--- src/rtl/note_sequencer_if.sv ---
// ROM bus between note_sequencer (master) and the note table (slave).
// rom_addr = {song_idx, note_idx}; rom_data = {end, freq, dur}, one cycle after the address.
interface note_sequencer_if #(
   parameter int SONG_W  = 2,
   parameter int NOTE_AW = 6,
   parameter int FREQ_W  = 28,
   parameter int DUR_W   = 28
);
   logic [SONG_W+NOTE_AW-1:0] rom_addr;
   logic [FREQ_W+DUR_W:0]     rom_data;

   modport master (output rom_addr, input rom_data);
   modport slave  (input rom_addr, output rom_data);
endinterface

--- src/rtl/note_sequencer.sv ---
// Table-driven note sequencer with built-in square-wave tone generator.
// Define NOTE_GAP_EN to insert GAP_CYCLES of silence after every note.
module note_sequencer #(
   parameter int FREQ_W     = 28,
   parameter int DUR_W      = 28,
   parameter int N_SONGS    = 3,
   parameter int SONG_W     = 2,
   parameter int NOTE_AW    = 6,
   parameter int GAP_CYCLES = 16
) (
   input  logic              clk,
   input  logic              rst_n,
   input  logic              start,
   input  logic              pause_toggle,
   input  logic              next_song,
   input  logic              prev_song,
   input  logic              loop_en,
   note_sequencer_if.master  rom,
   output logic              tone_out,
   output logic [FREQ_W-1:0] freq_out,
   output logic              note_strobe,
   output logic [SONG_W-1:0] song_idx,
   output logic              playing,
   output logic              song_done
);

   typedef enum logic [2:0] {
      S_IDLE  = 3'd0,
      S_FETCH = 3'd1,
      S_LOAD  = 3'd2,
      S_PLAY  = 3'd3,
      S_GAP   = 3'd4
   } state_t;

   localparam logic [SONG_W-1:0] LAST_SONG = SONG_W'(N_SONGS - 1);

   state_t                    state_q, state_d;
   logic                      paused_q, paused_d;
   logic [SONG_W-1:0]         song_q, song_d;
   logic [NOTE_AW-1:0]        note_q, note_d;
   logic [FREQ_W-1:0]         freq_q, freq_d;
   logic [FREQ_W-1:0]         tcnt_q, tcnt_d;
   logic [DUR_W-1:0]          dur_q, dur_d;
   logic                      strobe_q, strobe_d;
   logic                      wrap_done_q, wrap_done_d;
   logic                      tone_q, tone_d;
   logic                      playing_q, playing_d;
   logic [SONG_W+NOTE_AW-1:0] addr_q;

   logic                      rom_end_s;
   logic [FREQ_W-1:0]         rom_freq_s;
   logic [DUR_W-1:0]          rom_dur_s;
   logic                      end_hit_s;
   logic [SONG_W-1:0]         song_inc_s;
   logic [SONG_W-1:0]         song_dec_s;

`ifdef NOTE_GAP_EN
   localparam int GAP_W = (GAP_CYCLES < 2) ? 1 : $clog2(GAP_CYCLES + 1);
   logic [GAP_W-1:0]          gap_q, gap_d;
`endif

   assign rom_end_s  = rom.rom_data[FREQ_W+DUR_W];
   assign rom_freq_s = rom.rom_data[FREQ_W+DUR_W-1:DUR_W];
   assign rom_dur_s  = rom.rom_data[DUR_W-1:0];
   assign song_inc_s = (song_q == LAST_SONG) ? {SONG_W{1'b0}} : song_q + SONG_W'(1);
   assign song_dec_s = (song_q == {SONG_W{1'b0}}) ? LAST_SONG : song_q - SONG_W'(1);

   // The end marker is only visible while LOAD holds the ROM word, so it is flagged combinationally.
   assign end_hit_s  = (state_q == S_LOAD) && !paused_q && rom_end_s;

   // Next-state logic: sequencing, pause freeze and song skips.
   always_comb begin
      state_d     = state_q;
      song_d      = song_q;
      note_d      = note_q;
      freq_d      = freq_q;
      tcnt_d      = tcnt_q;
      dur_d       = dur_q;
      strobe_d    = 1'b0;
      wrap_done_d = 1'b0;
`ifdef NOTE_GAP_EN
      gap_d       = gap_q;
`endif
      paused_d = ((state_q != S_IDLE) && pause_toggle) ? ~paused_q : paused_q;

      if (next_song || prev_song) begin
         // Skips win over everything, including an end-of-song advance in the same cycle.
         song_d  = next_song ? song_inc_s : song_dec_s;
         note_d  = {NOTE_AW{1'b0}};
         state_d = (state_q == S_IDLE) ? S_IDLE : S_FETCH;
      end else begin
         case (state_q)
            S_IDLE: begin
               if (start) state_d = S_FETCH;
               else       state_d = S_IDLE;
            end
            S_FETCH: begin
               if (!paused_q) state_d = S_LOAD;
               else           state_d = S_FETCH;
            end
            S_LOAD: begin
               if (paused_q) begin
                  state_d = S_LOAD;
               end else if (rom_end_s) begin
                  note_d  = {NOTE_AW{1'b0}};
                  song_d  = loop_en ? song_q : song_inc_s;
                  state_d = S_FETCH;
               end else begin
                  freq_d   = rom_freq_s;
                  dur_d    = (rom_dur_s == {DUR_W{1'b0}}) ? DUR_W'(1) : rom_dur_s;
                  tcnt_d   = {FREQ_W{1'b0}};
                  strobe_d = 1'b1;
                  state_d  = S_PLAY;
               end
            end
            S_PLAY: begin
               if (paused_q) begin
                  state_d = S_PLAY;
               end else if (dur_q <= DUR_W'(1)) begin
                  note_d = note_q + NOTE_AW'(1);
                  // Running off the end of the song's address space counts as an end marker.
                  if (note_q == {NOTE_AW{1'b1}}) begin
                     wrap_done_d = 1'b1;
                     song_d      = loop_en ? song_q : song_inc_s;
                  end else begin
                     wrap_done_d = 1'b0;
                  end
`ifdef NOTE_GAP_EN
                  if (GAP_CYCLES == 0) begin
                     state_d = S_FETCH;
                  end else begin
                     state_d = S_GAP;
                     gap_d   = GAP_W'(GAP_CYCLES);
                  end
`else
                  state_d = S_FETCH;
`endif
               end else begin
                  dur_d  = dur_q - DUR_W'(1);
                  tcnt_d = ((freq_q <= FREQ_W'(1)) || (tcnt_q >= freq_q - FREQ_W'(1)))
                           ? {FREQ_W{1'b0}} : tcnt_q + FREQ_W'(1);
               end
            end
`ifdef NOTE_GAP_EN
            S_GAP: begin
               if (paused_q)                   state_d = S_GAP;
               else if (gap_q <= GAP_W'(1))    state_d = S_FETCH;
               else                            gap_d   = gap_q - GAP_W'(1);
            end
`endif
            default: state_d = S_IDLE;
         endcase
      end

      // Outputs are computed from next-state values so that they can be registered without lag.
      tone_d    = (state_d == S_PLAY) && !paused_d && (freq_d > FREQ_W'(1)) && (tcnt_d < (freq_d >> 1));
      playing_d = (state_d != S_IDLE) && !paused_d;
   end

   // State and output registers.
   always_ff @(posedge clk or negedge rst_n) begin
      if (!rst_n) begin
         state_q     <= S_IDLE;
         paused_q    <= 1'b0;
         song_q      <= {SONG_W{1'b0}};
         note_q      <= {NOTE_AW{1'b0}};
         freq_q      <= {FREQ_W{1'b0}};
         tcnt_q      <= {FREQ_W{1'b0}};
         dur_q       <= {DUR_W{1'b0}};
         strobe_q    <= 1'b0;
         wrap_done_q <= 1'b0;
         tone_q      <= 1'b0;
         playing_q   <= 1'b0;
         addr_q      <= {(SONG_W+NOTE_AW){1'b0}};
`ifdef NOTE_GAP_EN
         gap_q       <= {GAP_W{1'b0}};
`endif
      end else begin
         state_q     <= state_d;
         paused_q    <= paused_d;
         song_q      <= song_d;
         note_q      <= note_d;
         freq_q      <= freq_d;
         tcnt_q      <= tcnt_d;
         dur_q       <= dur_d;
         strobe_q    <= strobe_d;
         wrap_done_q <= wrap_done_d;
         tone_q      <= tone_d;
         playing_q   <= playing_d;
         addr_q      <= {song_d, note_d};
`ifdef NOTE_GAP_EN
         gap_q       <= gap_d;
`endif
      end
   end

   assign rom.rom_addr = addr_q;
   assign tone_out     = tone_q;
   assign freq_out     = freq_q;
   assign note_strobe  = strobe_q;
   assign song_idx     = song_q;
   assign playing      = playing_q;
   assign song_done    = end_hit_s | wrap_done_q;

endmodule
--- src/flat_wrapper.sv ---
// flat-port wrapper written by rule: the top's interface ports become plain ports
module note_sequencer_flat 
#(
   parameter int FREQ_W     = 28,
   parameter int DUR_W      = 28,
   parameter int N_SONGS    = 3,
   parameter int SONG_W     = 2,
   parameter int NOTE_AW    = 6,
   parameter int GAP_CYCLES = 16
)
  (clk, rst_n, start, pause_toggle, next_song, prev_song, loop_en, tone_out, freq_out, note_strobe, song_idx, playing, song_done, rom_rom_addr, rom_rom_data);
  note_sequencer_if #(.SONG_W(SONG_W), .NOTE_AW(NOTE_AW), .FREQ_W(FREQ_W), .DUR_W(DUR_W)) rom_i ();
  input  logic clk;
  input  logic rst_n;
  input  logic start;
  input  logic pause_toggle;
  input  logic next_song;
  input  logic prev_song;
  input  logic loop_en;
  output logic tone_out;
  output logic [FREQ_W-1:0] freq_out;
  output logic note_strobe;
  output logic [SONG_W-1:0] song_idx;
  output logic playing;
  output logic song_done;
  output wire logic [$bits(rom_i.rom_addr)-1:0] rom_rom_addr;
  input wire logic [$bits(rom_i.rom_data)-1:0] rom_rom_data;
  assign rom_rom_addr = rom_i.rom_addr;
  assign rom_i.rom_data = rom_rom_data;
  note_sequencer #(.FREQ_W(FREQ_W), .DUR_W(DUR_W), .N_SONGS(N_SONGS), .SONG_W(SONG_W), .NOTE_AW(NOTE_AW), .GAP_CYCLES(GAP_CYCLES)) u_core (.clk(clk), .rst_n(rst_n), .start(start), .pause_toggle(pause_toggle), .next_song(next_song), .prev_song(prev_song), .loop_en(loop_en), .rom(rom_i), .tone_out(tone_out), .freq_out(freq_out), .note_strobe(note_strobe), .song_idx(song_idx), .playing(playing), .song_done(song_done));
endmodule
--- config.mk ---
export PLATFORM = sky130hd
export DESIGN_NAME = note_sequencer_flat
export DESIGN_NICKNAME = d
export VERILOG_FILES = /design/src/rtl/note_sequencer_if.sv /design/src/rtl/note_sequencer.sv /design/src/flat_wrapper.sv
export SDC_FILE = /design/constraint.sdc
export NUM_CORES = 1
export LEC_CHECK = 0
export BUFFER_PORTS_ARGS = -buffer_cell sky130_fd_sc_hd__buf_2
export CAP_MARGIN = 15
export CORE_MARGIN = 2
export CORE_UTILIZATION = 30
export DETAILED_ROUTE_END_ITERATION = 7
export GPL_TIMING_DRIVEN = 0
export HOLD_SLACK_MARGIN = 0.05
export PLACE_DENSITY = 0.59
export SETUP_SLACK_MARGIN = 0.5
export SLEW_MARGIN = 20
export SYNTH_ARGS = -nofsm -noshare
export SYNTH_HDL_FRONTEND = slang
export SYNTH_SLANG_ARGS = --single-unit
--- constraint.sdc ---
create_clock -name clk -period 7.3 [get_ports clk]
set_input_delay 1.46 -clock clk [delete_from_list [all_inputs] [get_ports clk]]
set_output_delay 1.46 -clock clk [all_outputs]
set_load 0.01 [all_outputs]
Yosys cells after proc, flatten, opt, wreduce, memory -nomap -nowiden --
Index checks and enable logic that the tools add are counted.
Word-level totals: register bits after elaboration 108, input port bits 64, output and inout port bits 42, word-level logic and storage cells 107
Operators by class: add/subtract/negate cells 6, $lt $le $gt $ge 5, equality and inequality tests 10, multiplexer cells 53, bitwise gates (word level) 3, reduce and logical (&&, ||, !) cells 18
Operators with widths (count):
- $mux 28 | 15
- $pmux 28 s2 | 2
- $le 28x1->1 const B | 2
- $sub 28x1->28 const B | 2
- $mux 6 | 5
- $add 28x1->28 const B | 1
- $ge 28x28->1 | 1
- $gt 28x1->1 const B | 1
- $logic_not 28->1 | 1
- $lt 28x27->1 | 1
- $mux 2 | 12
- $mux 1 | 12
- $mux 3 | 4
- $pmux 3 s4 | 1
- $pmux 6 s2 | 1
- $eq 3x2->1 const B | 3
- $ne 2x2->1 const B | 4
- $logic_and 1x1->1 | 7
- $add 6x1->6 const B | 1
- $eq 6x6->1 const B | 1
- $reduce_and 6->1 | 1
- $reduce_bool 3->1 | 2
- $pmux 2 s2 | 1
- $eq 3x1->1 const B | 1
- 10 further kinds | 13

Depth between registers and ports, before layout --
depth after elaboration 10, mapped depth 27, mapped depth without buffers 25

Worst setup path before layout --
Ideal clock, no wire load.
path type register to register, start point register u_core.freq_q[8] (netlist: u_core.freq_out[8]), end point register u_core.tone_q (netlist: u_core.tone_out), setup time 0.105 ns, arrival time 5.480 ns, data required time 7.195 ns, path slack 1.715 ns, cell stages (with the launch flop) 24, path buffers 2, clock period less this slack 5.585 ns, path through dfrtp_1 clkbuf_1 or4_1 or2_2 nor2_1 nand3b_1 xor2_1 ha_1 a21oi_1 nand2_1 a221oi_1 o211ai_1 a311o_1 buf_4 a21o_1 or3_1 nand3_1 ha_1 and3_1 a311o_1 a211oi_1 nand3_1 or3_1 nor4b_1
On the way: longest elaborated chain between the ends 10, elaborated cells between the ends (all ways) 17, classes of those cells add/sub (1); order compare (4); mux (9); reduce/logical (3)
Ends and longest elaborated chain:
- start, declared | line note_sequencer.sv:41 | logic [FREQ_W-1:0] freq_q, freq_d;
- start signal, assigned | line note_sequencer.sv:167 | freq_q <= {FREQ_W{1'b0}};
- start signal, assigned | line note_sequencer.sv:183 | freq_q <= freq_d;
- $sub 28x1->28 | line note_sequencer.sv:140 | tcnt_d = ((freq_q <= FREQ_W'(1)) || (tcnt_q >= freq_q - FREQ_W'(1)))
- $ge 28x28->1 | line note_sequencer.sv:140
- $logic_or 1x1->1 (*) | line note_sequencer.sv:140
- $mux 28 (*) | line note_sequencer.sv:141 | ? {FREQ_W{1'b0}} : tcnt_q + FREQ_W'(1);
- $mux 28 (*) | line note_sequencer.sv:119 | end else if (dur_q <= DUR_W'(1)) begin
- $mux 28 (*) | line note_sequencer.sv:117 | if (paused_q) begin
- $pmux 28 s2 (*) | line note_sequencer.sv:92 | case (state_q)
- $mux 28 (*) | line note_sequencer.sv:86 | if (next_song || prev_song) begin
- named net u_core.tcnt_d[21] | line note_sequencer.sv:42 | logic [FREQ_W-1:0] tcnt_q, tcnt_d;
- $lt 28x27->1 (*) | line note_sequencer.sv:156 | tone_d = (state_d == S_PLAY) && !paused_d && (freq_d > FREQ_W'(1)) && (tcnt_d < (freq_d >> 1));
- $logic_and 1x1->1 (*) | line note_sequencer.sv:156
- named net u_core.tone_d | line note_sequencer.sv:46 | logic tone_q, tone_d;
- end signal, assigned | line note_sequencer.sv:188 | tone_q <= tone_d;
- end, declared | line note_sequencer.sv:46
The timed path passes the listed nets; every way through them passes the cells marked *. A chain may end at the register's enable or synchronous reset.

Final worst setup path --
start point register u_core.freq_q[18] (netlist: u_core.freq_out[18]), end point register u_core.tone_q (netlist: u_core.tone_out)
The elaborated chain is that of the path after synthesis.

==> impl_results.md <==
- Area contributors post-synth: dfrtp_1, ha_1, a21oi_1
- CTS buffer count: 9
- Vias in the first global route: 6829
- CP Class: flop to flop
- Static leakage: 0.00421 uW
- Reg2Reg Capture Point: u_core.tone_out
- Rows: 57
- IO Port Bufs: 105
- Via count: ~7100
- Least-Margin Pin Slew: 0.838 ns
- Syn Nets: 1008
- Clock Sinks: 100
- Register area share after synthesis: 0.335
- Remaining Overflow, GRT: 0
- Number of inserted diodes: 0
- Post-synth EDFFs: 0
- Fillers: 2547
- Setup crit start: u_core.freq_out[18]
- Min-delay worst type: flop to flop
- Latest clock arrival within the worst-skew pair: 0.36 ns
- Crit path max fanout: 10
- Core Region: 0.0244 mm2
- Fraction of layout cells with a size suffix above 1: 0.165
- Detailed Place HPWL: 18.2 mm
- Period utilisation layout: 0.888
- WL/cell: about 18 um
- Worst EP required: 7.51 ns
- Routability cong.: roughly 0.88
- Die area: 0.0261 mm2
- Reg2reg path depth: 25
- Arr. time, crit path: 6.69 ns
- Reg2reg start: u_core.freq_out[18]
- F_max: 154 MHz
- GRT met3 Usage: 0.0158
- DRC Markers: 0
- Final count of pins violating max slew: 0
- GR Util met2: 0.295
- Final Net Count: around 1100
- Met1 Usage GRT: 0.245
- PD cells: 210 mW/mm2
- Unrepaired setup endpoints after global routing: false
- Global-route wire length before repair: between 30 and 40 mm
- Post-CTS Setup Bufs: 0
- Final setup viols: 0
- Antenna violation net count after detailed routing: 0
- DIE HEIGHT: 162 um
- Synth warn: 0
- Mapped Area: 0.00746 mm2
- Synth Flop Type: dfrtp_1
- Dominant cell type by area after synthesis: dfrtp_1
- P&R area growth vs syn: 17.4%
- Maximum VDD drop: roughly 92 uV
- CTS tree: built
- Ys async rst share: 1.00
- Most used cell, CP: nand3_1
- Post-synth top area share: 0.335
- Total Routing Usage GR: 0.179
- Post-layout util: 0.359
- WHS Path Cells: 2
- Worst path slowest cell: or4_1
- Initial antenna violation count: 0
- Slowest stage delay, CP: 0.59 ns
- DRT iter0 DRCs: 565
- Clock buffer depth: 2
- Drt via density: around 5.4
- Resized Gates After CTS: 0
- # IOs: 106
- CP Launch Type: flop
- Final setup TNS: 0 ns
- H-tree depth: 3
- GR peak layer: met2
- Final wirelength: about 23 mm
- CP Capture Type: flop
- Most frequent cell after synthesis: dfrtp_1
- Status: completed
- Tmin final: about 6.5 ns
- Clock root cell: clkbuf_16
- Distinct cells, synth: 77
- Synth Instances: around 900
- Synth top cells by count: dfrtp_1, nor2_1, a21oi_1
- Detailed Routing Iterations Pass 1: 6
- Yosys reg bits: 100
- MaxCap Viol Count: 0
- Pin count of the biggest net entering global routing: 62
- Clk slew on worst S/H paths: 0.07 ns
- Slew HR: 0.441
- Final hold violation count: 0
- Syn Area/Cell: 8.47 um2
- Clock skew: 0.0123 ns
- Internal reg-to-reg setup slack: roughly 0.8 ns
- Critical Path End: u_core.tone_out
- Die W: around 160 um
- Cts hold-fix bufs: 0
- Initial core utilization: 0.306
[worst min path at each step]
| stage | startpoint | end | slack, ns |
|---|---|---|---|
| floorplan | u_core.dur_q[25] | u_core.dur_q[25] | 0.46 |
| global placement | u_core.dur_q[5] | u_core.dur_q[5] | 0.50 |
| detailed placement | u_core.dur_q[5] | u_core.dur_q[5] | 0.50 |
| CTS | u_core.dur_q[5] | u_core.dur_q[5] | 0.51 |
| global route | u_core.dur_q[25] | u_core.dur_q[25] | 0.55 |
| finish | u_core.dur_q[25] | u_core.dur_q[25] | 0.50 |
[area by class of cell]
cell class / instances / area [um2] / share of cell area
clock buffers: 11 / 243 / 0.0277
well taps: 324 / 405 / 0.0463
flip-flops and latches: 100 / 2500 / 0.286
plain buffers: 33 / 156 / 0.0179
clock inverters: 5 / 61.3 / 0.00700
multi-input cells: 705 / 4670 / 0.533
inverters: 43 / 161 / 0.0184
repair buffers: 106 / 559 / 0.0639
[critical path: cells and delay by family, from the launching register on]
family	cells	cell delay (ns)
compound gates	4	0.86
xor+xnor	1	0.12
fa+ha+maj	2	0.62
buf+inv	1	0.21
flops	1	0.45
simple gates	17	4.08
[cell usage in the layout, fill, tap and decap left out, types with 12 or more instances in the layout]
cell,count
a31oi_1,12
ha_1,63
nand2_1,75
nor3_1,32
nor2_1,82
clkbuf_1,20
buf_2,108
dfrtp_1,100
o21ai_0,67
mux2i_1,28
nand3_1,36
inv_1,42
a21o_1,14
xnor2_1,15
nor4_1,28
a21oi_1,76
nand4_1,14
[layer usage]
layer,wire length [um],up-vias
met3,837,31
met5,0,-
li1,-,3487
met4,538,0
met2,11300,140
met1,10600,3486
[registers in the layout, indices dropped and copies added, names as in the netlist, 2 cells and up]
register             cells
u_core.dur_q            28
u_core.freq_out         28
u_core.tcnt_q           28
u_core.note_q            5
u_core.state_q           3
u_core.rom.rom_addr      2
[power breakdown]
part | internal [uW] | total (uW) | switching, uW
Clock | 276 | 503 | 227
Sequential | 633 | 736 | 103
Combinational | 232 | 604 | 372
Total | 1140 | 1840 | 702
[cells by family after synthesis]
kind of cell | Yosys count | synth area share
buf+inv | 76 | 0.0426
simple gates | 355 | 0.253
compound gates | 228 | 0.188
mux | 32 | 0.0436
fa+ha+maj | 63 | 0.106
xor+xnor | 26 | 0.0305
flops | 100 | 0.335
other cells | 1 | 0.000503
[per-stage QoR]
stage | cell area [um2] | power [uW] | setup WS [ns] | hold WS, ns | std cells
3_3_place_gp | 8390 | 1330 | 0.661 | 0.497 | 1310
5_1_grt | 8760 | 1950 | 0.502 | 0.547 | 1327
2_1_floorplan | 7460 | 1140 | 1.72 | 0.462 | 881
4_1_cts | 8730 | 1850 | 0.526 | 0.513 | 1327
6_report | 8760 | 1840 | 0.819 | 0.504 | 1327
3_5_place_dp | 8430 | 1340 | 0.582 | 0.496 | 1311
Note: power is estimated with default switching activity, not from simulation.
